<file path="src/rtl/multicycle_controller_if.sv">
// Control bundle between the multicycle controller and its datapath.
// Contents:
//   opcode, func  - instruction fields from the instruction register
//   zero          - ALU zero flag
//   mem_ready     - memory access completion
//   pc_write .. pc_src, alu_src_b, alu_op - datapath strobes and mux selects
//   instr_done, trap, state, instr_count  - status back to the system
// Modport master is the controller; modport slave is the datapath side.
interface multicycle_controller_if;
  logic [5:0]  opcode;
  logic [5:0]  func;
  logic        zero;
  logic        mem_ready;
  logic        pc_write;
  logic        ir_write;
  logic        iord;
  logic        mem_read;
  logic        mem_write;
  logic        reg_dst;
  logic        reg_write;
  logic        mem_to_reg;
  logic        alu_src_a;
  logic        pc_src;
  logic [1:0]  alu_src_b;
  logic [1:0]  alu_op;
  logic        instr_done;
  logic        trap;
  logic [3:0]  state;
  logic [31:0] instr_count;

  modport master (
    input  opcode, func, zero, mem_ready,
    output pc_write, ir_write, iord, mem_read, mem_write, reg_dst,
           reg_write, mem_to_reg, alu_src_a, pc_src, alu_src_b, alu_op,
           instr_done, trap, state, instr_count
  );

  modport slave (
    output opcode, func, zero, mem_ready,
    input  pc_write, ir_write, iord, mem_read, mem_write, reg_dst,
           reg_write, mem_to_reg, alu_src_a, pc_src, alu_src_b, alu_op,
           instr_done, trap, state, instr_count
  );
endinterface

</file>
<file path="src/rtl/multicycle_controller.sv">
// Multicycle MIPS-style control FSM (R-type, lw, sw, beq).
// Ports:
//   clk  - single clock, rising edge
//   rst  - asynchronous active-high reset; forces IDLE immediately
//   bus  - multicycle_controller_if.master: instruction fields, zero flag,
//          mem_ready in; datapath strobes, retire pulse, trap, state code
//          and retired-instruction count out
// Parameter MEM_TIMEOUT: memory wait cycles allowed before trapping
// (0 disables the timeout).
// Strobes are decoded combinationally from the state register (plus the
// few fields qualified by mem_ready/zero/func), so an asynchronous reset
// removes every strobe without waiting for a clock edge.
module multicycle_controller #(
  parameter int unsigned MEM_TIMEOUT = 15
) (
  input logic                     clk,
  input logic                     rst,
  multicycle_controller_if.master bus
);

  typedef enum logic [3:0] {
    ST_IDLE   = 4'd0,
    ST_FETCH  = 4'd1,
    ST_DECODE = 4'd2,
    ST_MEMADR = 4'd3,
    ST_MEMRD  = 4'd4,
    ST_MEMWB  = 4'd5,
    ST_MEMWR  = 4'd6,
    ST_EXEC   = 4'd7,
    ST_RWB    = 4'd8,
    ST_BRANCH = 4'd9,
    ST_TRAP   = 4'd10
  } state_t;

  localparam logic [5:0] OP_RTYPE = 6'b000000;
  localparam logic [5:0] OP_LW    = 6'b100011;
  localparam logic [5:0] OP_SW    = 6'b101011;
  localparam logic [5:0] OP_BEQ   = 6'b000100;

  localparam logic [7:0] TIMEOUT_C    = 8'(MEM_TIMEOUT);
  localparam logic       TIMEOUT_EN_C = (MEM_TIMEOUT != 0);

  state_t      state_r;
  state_t      next_state_s;
  logic [7:0]  wait_cnt_r;
  logic        trap_r;
  logic [31:0] instr_count_r;
  logic        timeout_s;
  logic        func_ok_s;
  logic [1:0]  func_op_s;
  logic        wait_state_s;
  logic        enter_wait_s;
  logic        instr_done_s;

  // Map an R-type func field to {supported, alu_op}.
  function automatic logic [2:0] decode_func(input logic [5:0] f);
    logic [2:0] r;
    case (f)
      6'b100000: r = 3'b1_00;  // add
      6'b100010: r = 3'b1_01;  // sub
      6'b100100: r = 3'b1_10;  // and
      6'b100101: r = 3'b1_11;  // or
      default:   r = 3'b0_00;
    endcase
    return r;
  endfunction

  // Decode the func field once; used by both next-state and output logic.
  always_comb begin
    {func_ok_s, func_op_s} = decode_func(bus.func);
  end

  // Next-state logic. Wait states give the normal transition priority over
  // the timeout when mem_ready arrives on the limit cycle.
  always_comb begin
    next_state_s = state_r;
    timeout_s    = TIMEOUT_EN_C && (wait_cnt_r == TIMEOUT_C) && !bus.mem_ready;
    case (state_r)
      ST_IDLE: next_state_s = ST_FETCH;
      ST_FETCH: begin
        if (bus.mem_ready)  next_state_s = ST_DECODE;
        else if (timeout_s) next_state_s = ST_TRAP;
        else                next_state_s = ST_FETCH;
      end
      ST_DECODE: begin
        case (bus.opcode)
          OP_RTYPE:     next_state_s = ST_EXEC;
          OP_LW, OP_SW: next_state_s = ST_MEMADR;
          OP_BEQ:       next_state_s = ST_BRANCH;
          default:      next_state_s = ST_TRAP;
        endcase
      end
      ST_MEMADR: begin
        case (bus.opcode)
          OP_LW:   next_state_s = ST_MEMRD;
          OP_SW:   next_state_s = ST_MEMWR;
          default: next_state_s = ST_TRAP;
        endcase
      end
      ST_MEMRD: begin
        if (bus.mem_ready)  next_state_s = ST_MEMWB;
        else if (timeout_s) next_state_s = ST_TRAP;
        else                next_state_s = ST_MEMRD;
      end
      ST_MEMWB: next_state_s = ST_FETCH;
      ST_MEMWR: begin
        if (bus.mem_ready)  next_state_s = ST_FETCH;
        else if (timeout_s) next_state_s = ST_TRAP;
        else                next_state_s = ST_MEMWR;
      end
      ST_EXEC: begin
        if (func_ok_s) next_state_s = ST_RWB;
        else           next_state_s = ST_TRAP;
      end
      ST_RWB:    next_state_s = ST_FETCH;
      ST_BRANCH: next_state_s = ST_FETCH;
      ST_TRAP:   next_state_s = ST_TRAP;
      // Unused codes fall into TRAP rather than wandering.
      default:   next_state_s = ST_TRAP;
    endcase
  end

  // Wait-counter control: clear on entering a memory wait state, count
  // stalled cycles while staying in one.
  always_comb begin
    wait_state_s = (state_r == ST_FETCH) || (state_r == ST_MEMRD) ||
                   (state_r == ST_MEMWR);
    enter_wait_s = ((next_state_s == ST_FETCH) || (next_state_s == ST_MEMRD) ||
                    (next_state_s == ST_MEMWR)) && (next_state_s != state_r);
  end

  // State register, wait counter, sticky trap flag and retire counter.
  always_ff @(posedge clk or posedge rst) begin
    if (rst) begin
      state_r       <= ST_IDLE;
      wait_cnt_r    <= 8'd0;
      trap_r        <= 1'b0;
      instr_count_r <= 32'd0;
    end else begin
      state_r <= next_state_s;
      trap_r  <= (next_state_s == ST_TRAP);
      if (enter_wait_s) begin
        wait_cnt_r <= 8'd0;
      end else if (wait_state_s && !bus.mem_ready && (wait_cnt_r != 8'hFF)) begin
        wait_cnt_r <= wait_cnt_r + 8'd1;
      end else begin
        wait_cnt_r <= wait_cnt_r;
      end
      if (instr_done_s) instr_count_r <= instr_count_r + 32'd1;
      else              instr_count_r <= instr_count_r;
    end
  end

  // Output decode from the current state; anything not set stays 0.
  always_comb begin
    bus.pc_write   = 1'b0;
    bus.ir_write   = 1'b0;
    bus.iord       = 1'b0;
    bus.mem_read   = 1'b0;
    bus.mem_write  = 1'b0;
    bus.reg_dst    = 1'b0;
    bus.reg_write  = 1'b0;
    bus.mem_to_reg = 1'b0;
    bus.alu_src_a  = 1'b0;
    bus.pc_src     = 1'b0;
    bus.alu_src_b  = 2'b00;
    bus.alu_op     = 2'b00;
    instr_done_s   = 1'b0;
    case (state_r)
      ST_FETCH: begin
        bus.mem_read  = 1'b1;
        bus.alu_src_b = 2'b01;
        bus.ir_write  = bus.mem_ready;
        bus.pc_write  = bus.mem_ready;
      end
      ST_DECODE: bus.alu_src_b = 2'b11;
      ST_EXEC: begin
        bus.alu_src_a = 1'b1;
        bus.alu_op    = func_op_s;
      end
      ST_RWB: begin
        bus.reg_dst   = 1'b1;
        bus.reg_write = 1'b1;
        instr_done_s  = 1'b1;
      end
      ST_MEMADR: begin
        bus.alu_src_a = 1'b1;
        bus.alu_src_b = 2'b10;
      end
      ST_MEMRD: begin
        bus.iord     = 1'b1;
        bus.mem_read = 1'b1;
      end
      ST_MEMWB: begin
        bus.mem_to_reg = 1'b1;
        bus.reg_write  = 1'b1;
        instr_done_s   = 1'b1;
      end
      ST_MEMWR: begin
        bus.iord      = 1'b1;
        bus.mem_write = 1'b1;
        instr_done_s  = bus.mem_ready;
      end
      ST_BRANCH: begin
        bus.alu_src_a = 1'b1;
        bus.alu_op    = 2'b01;
        bus.pc_src    = 1'b1;
        bus.pc_write  = bus.zero;
        instr_done_s  = 1'b1;
      end
      default: instr_done_s = 1'b0;
    endcase
  end

  assign bus.instr_done  = instr_done_s;
  assign bus.trap        = trap_r;
  assign bus.state       = state_r;
  assign bus.instr_count = instr_count_r;

endmodule

</file>
<file path="src/flat_wrapper.sv">
// flat-port wrapper written by rule: the top's interface ports become plain ports
module multicycle_controller_flat 
#(
  parameter int unsigned MEM_TIMEOUT = 15
)
  (clk, rst, bus_opcode, bus_func, bus_zero, bus_mem_ready, bus_pc_write, bus_ir_write, bus_iord, bus_mem_read, bus_mem_write, bus_reg_dst, bus_reg_write, bus_mem_to_reg, bus_alu_src_a, bus_pc_src, bus_alu_src_b, bus_alu_op, bus_instr_done, bus_trap, bus_state, bus_instr_count);
  multicycle_controller_if bus_i ();
  input logic clk;
  input logic rst;
  input wire logic [$bits(bus_i.opcode)-1:0] bus_opcode;
  input wire logic [$bits(bus_i.func)-1:0] bus_func;
  input wire logic [$bits(bus_i.zero)-1:0] bus_zero;
  input wire logic [$bits(bus_i.mem_ready)-1:0] bus_mem_ready;
  output wire logic [$bits(bus_i.pc_write)-1:0] bus_pc_write;
  output wire logic [$bits(bus_i.ir_write)-1:0] bus_ir_write;
  output wire logic [$bits(bus_i.iord)-1:0] bus_iord;
  output wire logic [$bits(bus_i.mem_read)-1:0] bus_mem_read;
  output wire logic [$bits(bus_i.mem_write)-1:0] bus_mem_write;
  output wire logic [$bits(bus_i.reg_dst)-1:0] bus_reg_dst;
  output wire logic [$bits(bus_i.reg_write)-1:0] bus_reg_write;
  output wire logic [$bits(bus_i.mem_to_reg)-1:0] bus_mem_to_reg;
  output wire logic [$bits(bus_i.alu_src_a)-1:0] bus_alu_src_a;
  output wire logic [$bits(bus_i.pc_src)-1:0] bus_pc_src;
  output wire logic [$bits(bus_i.alu_src_b)-1:0] bus_alu_src_b;
  output wire logic [$bits(bus_i.alu_op)-1:0] bus_alu_op;
  output wire logic [$bits(bus_i.instr_done)-1:0] bus_instr_done;
  output wire logic [$bits(bus_i.trap)-1:0] bus_trap;
  output wire logic [$bits(bus_i.state)-1:0] bus_state;
  output wire logic [$bits(bus_i.instr_count)-1:0] bus_instr_count;
  assign bus_i.opcode = bus_opcode;
  assign bus_i.func = bus_func;
  assign bus_i.zero = bus_zero;
  assign bus_i.mem_ready = bus_mem_ready;
  assign bus_pc_write = bus_i.pc_write;
  assign bus_ir_write = bus_i.ir_write;
  assign bus_iord = bus_i.iord;
  assign bus_mem_read = bus_i.mem_read;
  assign bus_mem_write = bus_i.mem_write;
  assign bus_reg_dst = bus_i.reg_dst;
  assign bus_reg_write = bus_i.reg_write;
  assign bus_mem_to_reg = bus_i.mem_to_reg;
  assign bus_alu_src_a = bus_i.alu_src_a;
  assign bus_pc_src = bus_i.pc_src;
  assign bus_alu_src_b = bus_i.alu_src_b;
  assign bus_alu_op = bus_i.alu_op;
  assign bus_instr_done = bus_i.instr_done;
  assign bus_trap = bus_i.trap;
  assign bus_state = bus_i.state;
  assign bus_instr_count = bus_i.instr_count;
  multicycle_controller #(.MEM_TIMEOUT(MEM_TIMEOUT)) u_core (.clk(clk), .rst(rst), .bus(bus_i));
endmodule
</file>
<file path="config.mk">
export PLATFORM = sky130hd
export DESIGN_NAME = multicycle_controller_flat
export DESIGN_NICKNAME = d
export VERILOG_FILES = /design/src/rtl/multicycle_controller_if.sv /design/src/rtl/multicycle_controller.sv /design/src/flat_wrapper.sv
export SDC_FILE = /design/constraint.sdc
export NUM_CORES = 1
export LEC_CHECK = 0
export CAP_MARGIN = 25
export CELL_PAD_IN_SITES_DETAIL_PLACEMENT = 1
export CELL_PAD_IN_SITES_GLOBAL_PLACEMENT = 2
export CORE_ASPECT_RATIO = 0.9
export CORE_MARGIN = 2
export CORE_UTILIZATION = 33
export DETAILED_ROUTE_END_ITERATION = 8
export MAX_ROUTING_LAYER = met4
export PLACE_DENSITY = 0.95
export SYNTH_ARGS = -nofsm -noshare
export SYNTH_HDL_FRONTEND = slang
export SYNTH_SLANG_ARGS = --single-unit
</file>
<file path="constraint.sdc">
create_clock -name clk -period 4.5 [get_ports clk]
set_clock_uncertainty 0.15 [all_clocks]
set_input_delay 1.35 -clock clk [delete_from_list [all_inputs] [get_ports clk]]
set_output_delay 1.35 -clock clk [all_outputs]
set_load 0.02 [all_outputs]
</file>
==> impl_metrics.csv <==
group,metric,value,unit
setup_path,r2r_setup_slack,1.92,ns
sta,slew_violations,0,
synthesis,synth_top_area_share,0.430,
synthesis,synthTopCellsByArea,"dfrtp_1 (43%), xnor2_1 (7.4%), xor2_1 (5.7%), nand2_1 (3.2%), nand4_1 (2.9%)",
floorplanning,die_area,0.00867,sq mm
clocking,clk_latency,0.30,ns
synthesis,synth-edff-count,0,
pwr,p_leak,1.50,nW
setup_path,r2r_cells,7,
setup_path,r2r-end,"u_core.bus.instr_count[29]",
layout,final_cell_mix,"clkdlybuf4s50_1 (66), dfrtp_1 (45), nand2_1 (22), xnor2_1 (22), xor2_1 (17)",
layout,syn_to_final_growth,34.1,%
grt,track_usage,0.163,
synthesis,synthArstFlopShare,1.00,
synthesis,syn_inst,248,
grt,grt_remaining_overflow,0,
clocking,numCtsBuffers,5,
detailed_routing,vias,2137,
clocking,holdBufCountCts,0,
sta,fin_crit_sh,0.972,
place,place_hpwl,4.85,mm
place,finalWeightedCongestion,0.767,
sta,hold_viol,0,
layout,layout-drive-gt1-share,0.110,
hold_path,holdPathStages,1,
layout,final_common_cell,"clkdlybuf4s50_1",
sta,slew_headroom,0.571,
floorplanning,io_pins,68,
detailed_routing,routed_wl,6.47,mm
pwr,power.density,478,mW/mm^2
grt,grt_pass1_vias,2274,
setup_path,path_max_fanout,4,
detailed_routing,wire_per_inst,15.6,um
detailed_routing,drt_iter0_drc,80,
detailed_routing,final_antenna_net_count,0,
hold_path,min_from,"u_core.bus.instr_count[31]",
floorplanning,rows,30,
sta,worstMarginPinSlew,0.643,ns
place,placed_area,0.00335,sq mm
place,port_buffers,67,
synthesis,synth_ff_type,"dfrtp_1",
grt,grt_pass1_wl,11.2,mm
layout,nets,336,
synthesis,syn-num-nets,266,
floorplanning,core,0.00762,sq mm
setup_path,timing.rr.start,"u_core.bus.state[2]",
detailed_routing,first_pass_iters,4,
synthesis,ys_seq_elements,45,
clocking,cts_root_buf,"clkbuf_8",
setup_path,start_kind,"primary input",
setup_path,crit_path_end_kind,"primary output",
layout,antennaDiodeCount,0,
floorplanning,start_util,0.344,
synthesis,yosys_warnings,0,
synthesis,synth_cell_types,56,
clocking,clock_path_buffers,2,
synthesis,ys_seq_area_frac,0.430,
sta,tns,0,ns
layout,final_area,0.00351,sq mm
detailed_routing,vias_per_cell,5.15,
grt,grt_max_degree,46,
setup_path,arrival,2.87,ns
grt,antenna_found_initial,0,
sta,fmax,229,MHz
setup_path,worstSetupPathType,"primary input to primary output",
clocking,cts_sinks,45,
setup_path,critical_path_required,3.00,ns
floorplanning,die_x,97.9,um
pwr,ir_drop,0.281,mV
synthesis,synth_top_area_cell,"dfrtp_1",
sta,rsz0062_at_grt,"false",
clocking,clk_pin_slew_worst_paths,0.09,ns
sta,min_period,4.37,ns
clocking,cts_tree,"built",
job,maxCapViolCount,0,
detailed_routing,remaining_drc_errors,0,
synthesis,syn_area_per_cell,10.6,sq um
synthesis,synthesis.area,0.00262,sq mm
clocking,htreeDepth,2,
floorplanning,die_y,88.6,um
status,status,"finished, final reports clean",
hold_path,worst_hold_path.endpoint,"u_core.bus.instr_count[31]",
hold_path,hold_class,"register to register",
sta,finalSetupViolCount,0,
[state kept, by name, summed over array words and instances (netlist names)]
| name | count |
|---|---|
| u_core.bus.state | 4 |
| u_core.bus.trap | 1 |
| u_core.bus.instr_count | 32 |
| u_core.wait_cnt_r | 8 |
[worst max-delay path, stage by stage]
cell,delay (ns)
clkdlybuf4s50_1,0.52
nor3b_1,0.20
a21oi_1,0.07
o21bai_1,0.12
clkdlybuf4s50_1,0.61
[synthesized netlist by cell type, drive strengths merged, types with 2 or more instances]
library cell / instances
dfrtp: 45
nand2: 22
xnor2: 22
nor2: 17
xor2: 17
nand4: 14
a21oi: 13
and3: 11
nand3: 9
inv: 8
buf: 7
nor3: 6
nor3b: 6
o31ai: 6
mux2i: 4
nand2b: 3
or2: 3
a211oi: 2
a21boi: 2
a21o: 2
and4: 2
and4bb: 2
ha: 2
nor2b: 2
nor4: 2
or4: 2
or4b: 2
[layer usage]
metal	up-vias	track usage	part of all wire
met3	5	0.0245	0.035
li1	1026	-	-
met1	1068	0.211	0.45
met4	0	0.0417	0.0088
met2	38	0.272	0.51
met5	-	-	0
[final cells by class]
class / instances / area, sq um
Fill cell: 856 / 4110
Multi-Input combinational cell: 187 / 1390
Sequential cell: 45 / 1130
Timing Repair Buffer: 71 / 716
Tap cell: 96 / 120
Clock buffer: 5 / 68.8
Clock inverter: 3 / 65.1
Inverter: 8 / 30.0
[how the worst max path moves through the flow]
| stage | from | end | slack [ns] | cells past startpoint |
|---|---|---|---|---|
| final | bus_func[1] | bus_alu_op[0] | 0.13 | 5 |
| after global routing | bus_func[1] | bus_alu_op[0] | 0.02 | 5 |
| after CTS | bus_func[5] | bus_alu_op[1] | 0.02 | 5 |
| after detailed placement | bus_func[5] | bus_alu_op[1] | 0.04 | 5 |
| after global placement | bus_func[5] | bus_alu_op[1] | 0.05 | 5 |
| after floorplan | bus_func[3] | bus_alu_op[1] | 0.81 | 3 |
[metrics by stage]
stage	hold WS [ns]	total power, mW	utilization	instances	worst slack [ns]
after CTS	0.333	1.70	0.458	414	0.0248
final	0.326	1.68	0.461	415	0.128
after floorplan	0.383	1.05	-	248	0.807
after detailed placement	0.321	1.33	0.440	406	0.0398
after global routing	0.346	1.79	0.461	415	0.0225
after global placement	0.310	1.32	0.440	406	0.0513
[cells by family after synthesis]
| logic type | synth area share |
|---|---|
| simple gates | 0.255 |
| flops | 0.430 |
| xor+xnor | 0.130 |
| compound gates | 0.108 |
| buf+inv | 0.0425 |
| mux | 0.0243 |
| fa+ha+maj | 0.00955 |
[what timing repair did]
item	4_1_cts	5_1_grt
buffers inserted	0	0
setup endpoints to repair	0	2
gates resized for setup	0	2
[report_power, final]
part | leakage (nW) | internal, mW | switching [mW]
logic | 0.825 | 0.358 | 0.413
registers | 0.606 | 0.457 | 0.0925
clock network | 0.0681 | 0.221 | 0.138
Note: power is estimated with default switching activity, not from simulation.
